--- config.mk ---
export PLATFORM = sky130hd
export DESIGN_NAME = mul_dispatch
export DESIGN_NICKNAME = d
export VERILOG_FILES = /design/src/rtl/mul_dispatch.sv
export SDC_FILE = /design/constraint.sdc
export NUM_CORES = 1
export LEC_CHECK = 0
export CAP_MARGIN = 20
export CORE_ASPECT_RATIO = 2
export CORE_MARGIN = 5
export CORE_UTILIZATION = 40
export CTS_CLUSTER_DIAMETER = 150
export CTS_CLUSTER_SIZE = 10
export DETAILED_ROUTE_END_ITERATION = 16
export PLACE_DENSITY_LB_ADDON = 0.15
export SLEW_MARGIN = 20
export SYNTH_ARGS = -nofsm -noshare
export SYNTH_HDL_FRONTEND = slang
export SYNTH_SLANG_ARGS = --single-unit
--- constraint.sdc ---
create_clock -name clk -period 3 [get_ports clk]
set_input_delay 0.6 -clock clk [delete_from_list [all_inputs] [get_ports clk]]
set_output_delay 0.6 -clock clk [all_outputs]
set_load 0.005 [all_outputs]
--- src/rtl/mul_dispatch.sv ---
// -----------------------------------------------------------------------------
// mul_dispatch
//
// Buffers operand pairs in a small FIFO and feeds them one at a time to an
// external shift-and-add multiplier, then holds each product until the
// consumer accepts it. After reset the block waits long enough for any
// multiplication still in progress to finish, because the multiplier has no
// reset of its own.
//
// Parameters
//   WIDTH  operand width (product is 2*WIDTH bits)
//   DEPTH  operand FIFO entries (power of two, >= 2)
//
// Ports
//   clk            rising-edge clock
//   rst_n          asynchronous active-low reset
//   req_valid      operand pair offered
//   req_ready      FIFO can accept (low while draining or full)
//   req_a, req_b   multiplicand / multiplier
//   mul_in_valid   start pulse to the multiplier (ISSUE only)
//   mul_a, mul_b   operands to the multiplier (zero outside ISSUE)
//   mul_o          product from the multiplier
//   mul_out_valid  one-cycle done pulse from the multiplier
//   rsp_valid      product available
//   rsp_ready      consumer accepts
//   rsp_data       held product
//   err            sticky: done pulse seen when no multiply was outstanding
//
// Build option
//   MUL_DISPATCH_CONST_TIME_EN  when defined, every multiply takes exactly
//   WIDTH+3 cycles from ISSUE to response, independent of the operands.
// -----------------------------------------------------------------------------
`default_nettype none

module mul_dispatch #(
    parameter int WIDTH = 32,
    parameter int DEPTH = 4
) (
    input  logic               clk,
    input  logic               rst_n,
    input  logic               req_valid,
    output logic               req_ready,
    input  logic [WIDTH-1:0]   req_a,
    input  logic [WIDTH-1:0]   req_b,
    output logic               mul_in_valid,
    output logic [WIDTH-1:0]   mul_a,
    output logic [WIDTH-1:0]   mul_b,
    input  logic [2*WIDTH-1:0] mul_o,
    input  logic               mul_out_valid,
    output logic               rsp_valid,
    input  logic               rsp_ready,
    output logic [2*WIDTH-1:0] rsp_data,
    output logic               err
);

    localparam int PTR_W = $clog2(DEPTH);
    localparam int CNT_W = PTR_W + 1;
    // Timer must reach WIDTH+2, both for the drain period and the
    // constant-time wait.
    localparam int TMR_W = $clog2(WIDTH + 3);

    localparam logic [CNT_W-1:0] DEPTH_C  = CNT_W'(DEPTH);
    localparam logic [TMR_W-1:0] TMR_LAST = TMR_W'(WIDTH + 2);

    typedef enum logic [2:0] {
        S_DRAIN,
        S_IDLE,
        S_ISSUE,
        S_WAIT,
        S_RESP
    } state_e;

    // ------------------------------------------------------------------
    // Operand FIFO
    // ------------------------------------------------------------------
    logic [2*WIDTH-1:0] mem_q [DEPTH];
    logic [PTR_W-1:0]   wr_ptr_q, rd_ptr_q;
    logic [CNT_W-1:0]   count_q;
    logic               push, pop;
    logic [2*WIDTH-1:0] head;

    state_e             state_q, state_d;
    logic [TMR_W-1:0]   tmr_q, tmr_d;
    logic [2*WIDTH-1:0] rsp_data_q, rsp_data_d;
    logic               err_q, err_d;
`ifdef MUL_DISPATCH_CONST_TIME_EN
    logic               got_q, got_d;
`endif

    // Ready does not look at a same-cycle pop, so a full FIFO stalls for
    // one cycle even while ISSUE is freeing an entry.
    assign req_ready = (state_q != S_DRAIN) && (count_q < DEPTH_C);
    assign push      = req_valid && req_ready;
    assign pop       = (state_q == S_ISSUE);
    assign head      = mem_q[rd_ptr_q];

    // NOTE: storage has no reset; count_q alone decides which entries are
    // live, so clearing the array would only cost reset fan-out.
    always_ff @(posedge clk) begin
        if (push) begin
            mem_q[wr_ptr_q] <= {req_a, req_b};
        end
    end

    // NOTE: sequential state uses non-blocking assignments so every
    // register samples pre-edge values regardless of evaluation order.
    always_ff @(posedge clk or negedge rst_n) begin
        if (!rst_n) begin
            wr_ptr_q <= '0;
            rd_ptr_q <= '0;
            count_q  <= '0;
        end else begin
            // Pointers are exactly log2(DEPTH) bits, so they wrap for free.
            if (push) wr_ptr_q <= wr_ptr_q + 1'b1;
            if (pop)  rd_ptr_q <= rd_ptr_q + 1'b1;
            case ({push, pop})
                2'b10:   count_q <= count_q + 1'b1;
                2'b01:   count_q <= count_q - 1'b1;
                default: count_q <= count_q;
            endcase
        end
    end

    // ------------------------------------------------------------------
    // Control FSM
    // ------------------------------------------------------------------
    always_ff @(posedge clk or negedge rst_n) begin
        if (!rst_n) begin
            state_q    <= S_DRAIN;
            tmr_q      <= '0;
            rsp_data_q <= '0;
            err_q      <= 1'b0;
`ifdef MUL_DISPATCH_CONST_TIME_EN
            got_q      <= 1'b0;
`endif
        end else begin
            state_q    <= state_d;
            tmr_q      <= tmr_d;
            rsp_data_q <= rsp_data_d;
            err_q      <= err_d;
`ifdef MUL_DISPATCH_CONST_TIME_EN
            got_q      <= got_d;
`endif
        end
    end

    // NOTE: every output of this block gets a default first, which is what
    // keeps synthesis from inferring latches on the unlisted paths.
    always_comb begin
        state_d      = state_q;
        tmr_d        = tmr_q;
        rsp_data_d   = rsp_data_q;
        err_d        = err_q;
`ifdef MUL_DISPATCH_CONST_TIME_EN
        got_d        = got_q;
`endif
        mul_in_valid = 1'b0;
        mul_a        = '0;
        mul_b        = '0;
        rsp_valid    = 1'b0;

        unique case (state_q)
            // Done pulses here belong to a multiply started before reset.
            S_DRAIN: begin
                if (tmr_q == TMR_LAST) begin
                    state_d = S_IDLE;
                    tmr_d   = '0;
                end else begin
                    tmr_d = tmr_q + 1'b1;
                end
            end

            S_IDLE: begin
                if (mul_out_valid) err_d = 1'b1;
                if (count_q != '0) state_d = S_ISSUE;
            end

            S_ISSUE: begin
                if (mul_out_valid) err_d = 1'b1;
                mul_in_valid   = 1'b1;
                {mul_a, mul_b} = head;
                state_d        = S_WAIT;
`ifdef MUL_DISPATCH_CONST_TIME_EN
                tmr_d = TMR_W'(1);
                got_d = 1'b0;
`endif
            end

            S_WAIT: begin
`ifdef MUL_DISPATCH_CONST_TIME_EN
                if (mul_out_valid && !got_q) begin
                    rsp_data_d = mul_o;
                    got_d      = 1'b1;
                end
                // Leave on the fixed boundary, not on the done pulse, so the
                // response time never reveals the operands.
                if (tmr_q == TMR_LAST) begin
                    state_d = S_RESP;
                    if (!got_q && !mul_out_valid) begin
                        err_d      = 1'b1;
                        rsp_data_d = '0;
                    end
                end else begin
                    tmr_d = tmr_q + 1'b1;
                end
`else
                if (mul_out_valid) begin
                    rsp_data_d = mul_o;
                    state_d    = S_RESP;
                end
`endif
            end

            S_RESP: begin
                if (mul_out_valid) err_d = 1'b1;
                rsp_valid = 1'b1;
                if (rsp_ready) state_d = S_IDLE;
            end

            default: state_d = S_DRAIN;
        endcase
    end

    assign rsp_data = rsp_data_q;
    assign err      = err_q;

endmodule

`default_nettype wire

Yosys cells after proc, flatten, opt, wreduce, memory -nomap -nowiden:

Memory sizes are Yosys's and may differ from the RTL's.
Index checks and enable logic that the tools add are counted.
W data, S select, Z words.

* add/subtract/negate cells: 5
* $lt $le $gt $ge: 1
* equal/unequal tests: 11
* mux-type cells: 13
* reduce and logical (&&, ||, !) cells: 10

Operator list (count)
* $mux W32: 2
* $pmux W3 S5: 1
* $mux W3: 4
* $ne A2 B2 Y1 const B: 4
* $add A6 B1 Y6 const B: 1
* $eq A3 B2 Y1 const B: 2
* $eq A6 B6 Y1 const B: 1
* $mux W6: 1
* $pmux W3 S2: 1
* $reduce_bool A3 Y1: 2
* $add A2 B1 Y2 const B: 2
* $mux W1: 4
* $reduce_and A2 Y1: 2
* $reduce_and A4 Y1: 1
* $add A3 B1 Y3 const B: 1
* $eq A3 B1 Y1 const B: 1
* $eq A3 B3 Y1 const B: 1
* $logic_not A3 Y1: 1
* $lt A3 B3 Y1 const B: 1
* $reduce_or A3 Y1: 1
* $sub A3 B1 Y3 const B: 1
* $eq A2 B1 Y1 const B: 1
* $eq A2 B2 Y1 const B: 1
* $logic_and A1 B1 Y1: 2
* $reduce_bool A2 Y1: 1

* flip-flop bits (word level): 81
* bits in writable memories: 256
* bits of input ports: 133
* output and inout bits: 132
* memories: 1

Memory list
* mem_q: depth 4, width 64, rd ports 1, clocked after memory_dff 0, wr ports 1, line 76 `logic [2*WIDTH-1:0] mem_q [DEPTH];`

Depth between registers and ports, before layout:

* depth after elaboration: 5
* gate-level depth with buffers: 10

Worst setup path after synthesis:

No wires, ideal clock.

* kind: reg-to-reg
* start: register state_q[2]
* end: memory mem_q[0][0] in the netlist's numbering, enable pin
* arrival time: 2.301 ns
* data required time: 2.571 ns
* setup slack: 0.269 ns
* stages on the path, launching flop included: 5
* buffers on the path: 1
* period minus slack after synthesis: 2.731 ns
* cell sequence: dfrtp_1 > buf_2 > nor3_4 > nor2_2 > and3_1

* cells in the longest elaborated chain, start to end: 5

Ends and longest elaborated chain
* start: declaration: line 82 `state_e state_q, state_d;`
* start signal: assignment: line 137 `state_q <= state_d;`
* $reduce_bool A3 Y1: line 92 `assign req_ready = (state_q != S_DRAIN) && (count_q < DEPTH_C);`
* $logic_and A1 B1 Y1: line 92
* via req_ready: line 42 `output logic req_ready,`
* $logic_and A1 B1 Y1: line 93 `assign push = req_valid && req_ready;`
* $mux W1: line 100 `if (push) begin`
* $mux W1 (implied by the code): line 101 `mem_q[wr_ptr_q] <= {req_a, req_b};`
* end: declaration: line 76

The timed path passes the listed nets, and every way through them passes these cells.

Worst setup path after layout:

* start: register rd_ptr_q[0]
* end: output port mul_a[26]

* cells in the longest elaborated chain, start to end: 2

Ends and longest elaborated chain
* start: declaration: line 77 `logic [PTR_W-1:0] wr_ptr_q, rd_ptr_q;`
* start signal: assignment: line 115 `if (pop) rd_ptr_q <= rd_ptr_q + 1'b1;`
* $mem_v2 Z4 W64
* $mux W32: line 162 `unique case (state_q)`
* end: declaration: line 46 `output logic [WIDTH-1:0] mul_a,`

Every way passes these cells.

==> results.txt <==
----------------------------------------------------
[Floorplanning]
  X dimension of the die ... 138 µm
  Die ar. ... 36500 µm²
  Top-level port count ... 265
  Core region area ... 32200 µm²
  Initial core utilization ... 0.404
  Number of rows in the core area ... 93
  Height of the chip ... 265 µm

[Job]
  Max_cap viols ... 0

[Clocking]
  Cts hold-fix bufs ... 0
  Clk slew on worst S/H paths ... 0.06 ns
  CTS sink cnt ... 337
  Max clock buf depth ... 3
  Worst-Skew Late Latency ... 0.52 ns
  Inserted Clock Buffers ... 39
  Clock tree from TritonCTS ... done
  Clock root buffer ... sky130_fd_sc_hd__clkbuf_16
  Clock H-tree levels ... 2

[Drt]
  Remaining design rule violation count ... 0
  Detailed Route Iter0 Violations ... 208
  Total via count in the routed design ... 6820
  Vias per std cell ... 4.95
  Residual antenna-violating net count after detailed routing ... 0
  Routed wire length per instance ... 21.3 µm
  Router iterations before antenna repair ... 4
  Routed Wire Length ... 29.3 mm

[Cells and area]
  P&R area growth vs syn ... 35.9%
  Number of filler instances in the final layout ... 2602
  Final instance area ... 17700 µm²
  Highest-count cells in the layout ignoring fill and taps ... sky130_fd_sc_hd__edfxtp_1, sky130_fd_sc_hd__clkdlybuf4s50_1, sky130_fd_sc_hd__dfrtp_1, sky130_fd_sc_hd__mux2_2, sky130_fd_sc_hd__mux4_2
  Most common cell after layout, fill and taps aside ... sky130_fd_sc_hd__edfxtp_1
  Final #Nets ... 1077
  Number of non-filler instances in the completed layout ... 1377
  Fraction of layout instances using a drive strength above 1 ... 0.234

[STA]
  Tmin final ... 2.94 ns
  Max transition margin ... 0.493
  Fin worst setup slack ... 0.0620 ns
  Setup repair after global routing missed its margin ... true
  Least-Margin Pin Slew ... 0.753 ns
  Clock skew after layout ... 0.0156 ns
  Pins over their slew limit ... 0
  Worst-case hold slack ... 0.0159 ns
  Hold Vio Cnt, Final ... 0
  Total of endpoints with negative setup slack in the final report ... 0
  Maximum clock frequency ... 0.340 GHz
  Tcrit/Tclk final ... 0.979

[Placement]
  RePlAce Congestion ... 0.686
  Count of buffers from port buffering ... 264
  Post-placement cell area ... 16300 µm²
  Placed cells ... 1310
  Place WS ... 0.336 ns
  HPWL after DPL ... 18.8 mm

[Yosys]
  Number of flip-flops and latches in the synthesized netlist ... 337
  Count of yosys warnings during synthesis ... 0
  Dominant register cell in the synthesized netlist ... sky130_fd_sc_hd__edfxtp_1
  Synth Cell Area ... 13000 µm²
  Xor-xnor portion of the synthesized cell area ... 0.00606
  Top cell type's share of synthesized area ... 0.591
  Sequential share of the synthesized area ... 0.747
  Compound-gate portion of the synthesized area ... 0.00567
  Syn_nets ... 768
  Post-Synthesis Mean Instance Area ... 20.8 µm²
  Main area contributors after synthesis ... sky130_fd_sc_hd__edfxtp_1, sky130_fd_sc_hd__dfrtp_1, sky130_fd_sc_hd__mux4_2
  Post-synthesis mux area share ... 0.168
  Library cells used by synthesis ... 39
  Number of flops mapped to enable cells by yosys ... 256
  Post-Synthesis Cells ... 627
  Biggest area consumer among synthesized cells ... sky130_fd_sc_hd__edfxtp_1
  Largest family of logic cells by synthesized area ... multiplexers
  FFs w/ async S/R, synth ... 0.240
  Simple logic cell fraction of the synthesized area ... 0.0464
  Adder-Cell Fraction of Synth Area ... 0.00827

[Global routing]
  Via count of the first global-routing pass ... 7488
  Global-route wire length before repair ... 43.3 mm
  Number of antenna violations at the first check in global routing ... 4
  Overall track demand over capacity in global routing ... 0.156
  Maximum number of pins on one net before global-route repair ... 69
  Total gr overflow ... 0

[Power and ir drop]
  Worst vdd ir ... 555 µV
  Total power after layout ... 16.3 mW
  Static Leak ... 7.08 nW
  Power per standard cell area ... 922 nW/µm²

[Worst setup path]
  Data arrival time of the worst path ... 2.34 ns
  Critical path type ... flop to output pin
  Largest incremental delay on the critical path ... 0.49 ns
  R2R depth ... 10
  Reg-to-reg endpoint ... count_q[2]
  Maximum fanout encountered on the critical timing path ... 6
  Startpoint class of the critical path ... flop
  Cell with the biggest individual delay on the critical path ... sky130_fd_sc_hd__mux4_2
  Crit-path cells ... buf_12 -> buf_8 -> mux4_2 -> and2_1 -> clkdlybuf4s50_1
  Reg-to-reg startpoint ... state_q[0]
  Worst setup slack for register-to-register paths ... 0.71 ns
  Kind of capture point of the worst setup path ... output pin
  WP data required ... 2.40 ns

[Outcome]
  Outcome ... finished clean

[Min path]
  Worst min path class ... input port to async pin

----------------------------------------------------
[area by class of cell]
type | instances | area (µm²) | share of cell area
tap | 427 | 534 | 0.0302
multi-input combinational | 254 | 3080 | 0.174
timing repair buffer | 299 | 3250 | 0.184
clock buffer | 50 | 1040 | 0.0587
inverter | 5 | 18.8 | 0.00106
clock inverter | 3 | 30.0 | 0.00170
sequential | 337 | 9720 | 0.550
antenna | 2 | 5.00 | 0.000283
[worst max path at each step]
| stage | from | end | slack (ns) | depth (start not counted) |
|---|---|---|---|---|
| 2_1_floorplan | state_q[2] | mem_q[0][0] | 0.27 | 4 |
| 5_1_grt | rd_ptr_q[0] | mul_a[26] | -0.03 | 5 |
| 3_3_place_gp | rd_ptr_q[0] | mul_a[20] | 0.34 | 4 |
| 4_1_cts | rd_ptr_q[0] | mul_a[20] | -0.12 | 4 |
| 3_5_place_dp | rd_ptr_q[0] | mul_a[9] | 0.34 | 4 |
| 6_report | rd_ptr_q[0] | mul_a[26] | 0.06 | 5 |
[report_power, final]
group	switching (mW)	internal [mW]	total (mW)
Sequential	0.393	6.09	6.49
Combinational	2.26	3.45	5.72
Clock	1.71	2.40	4.11
Total	4.36	11.9	16.3
[critical path, delay by kind of cell, from the launching register on]
family	cells	cell delay, ns
DFF	1	0.43
and+or+nand+nor	1	0.17
muxes	1	0.49
buffers and inverters	3	0.73
[what timing repair did]
item	4_1_cts	5_1_grt
setup buffers	2	7
setup endpoints to repair	58	62
cloned	0	3
gates resized for setup	1	62
[sequential cells by signal (all words and copies together) (netlist names)]
register / count
rsp_data: 64
mem_q: 256
tmr_q: 6
state_q: 3
wr_ptr_q: 2
err: 1
count_q: 3
rd_ptr_q: 2
[per-layer routing]
metal,wire (µm),GRT usage
met3,2390,0.0411
met1,10600,0.173
met2,15700,0.283
met5,19,0
met4,632,0.0567
[cells in the mapped netlist (2+ instances only)]
| master | instances |
|---|---|
| sky130_fd_sc_hd__and2_1 | 64 |
| sky130_fd_sc_hd__nor2_1 | 5 |
| sky130_fd_sc_hd__a21oi_1 | 2 |
| sky130_fd_sc_hd__and3_1 | 4 |
| sky130_fd_sc_hd__mux2_2 | 65 |
| sky130_fd_sc_hd__o21ai_0 | 2 |
| sky130_fd_sc_hd__nor3_1 | 3 |
| sky130_fd_sc_hd__xnor2_1 | 5 |
| sky130_fd_sc_hd__buf_4 | 6 |
| sky130_fd_sc_hd__ha_1 | 7 |
| sky130_fd_sc_hd__mux4_2 | 64 |
| sky130_fd_sc_hd__xor2_1 | 4 |
| sky130_fd_sc_hd__clkbuf_1 | 5 |
| sky130_fd_sc_hd__nand2b_1 | 2 |
| sky130_fd_sc_hd__buf_2 | 10 |
| sky130_fd_sc_hd__nand2_1 | 7 |
| sky130_fd_sc_hd__inv_1 | 5 |
| sky130_fd_sc_hd__buf_6 | 10 |
| sky130_fd_sc_hd__dfrtp_1 | 81 |
| sky130_fd_sc_hd__a21o_1 | 2 |
| sky130_fd_sc_hd__edfxtp_1 | 256 |
[per-stage QoR]
step / setup TNS (ns) / util
after floorplan: 0 / -
after global placement: 0 / 0.505
after detailed placement: 0 / 0.505
after CTS: -3.36 / 0.539
after global routing: -0.0259 / 0.549
final: 0 / 0.549
[cell families after synthesis]
family,after synthesis
AOI/OAI and AO/OA,11
xor gates and xnor gates,9
adders and majority gates,8
buffers and inverters,36
DFF,337
muxes,130
and+or+nand+nor,96
No activity file was read; power rests on OpenSTA's default activity.
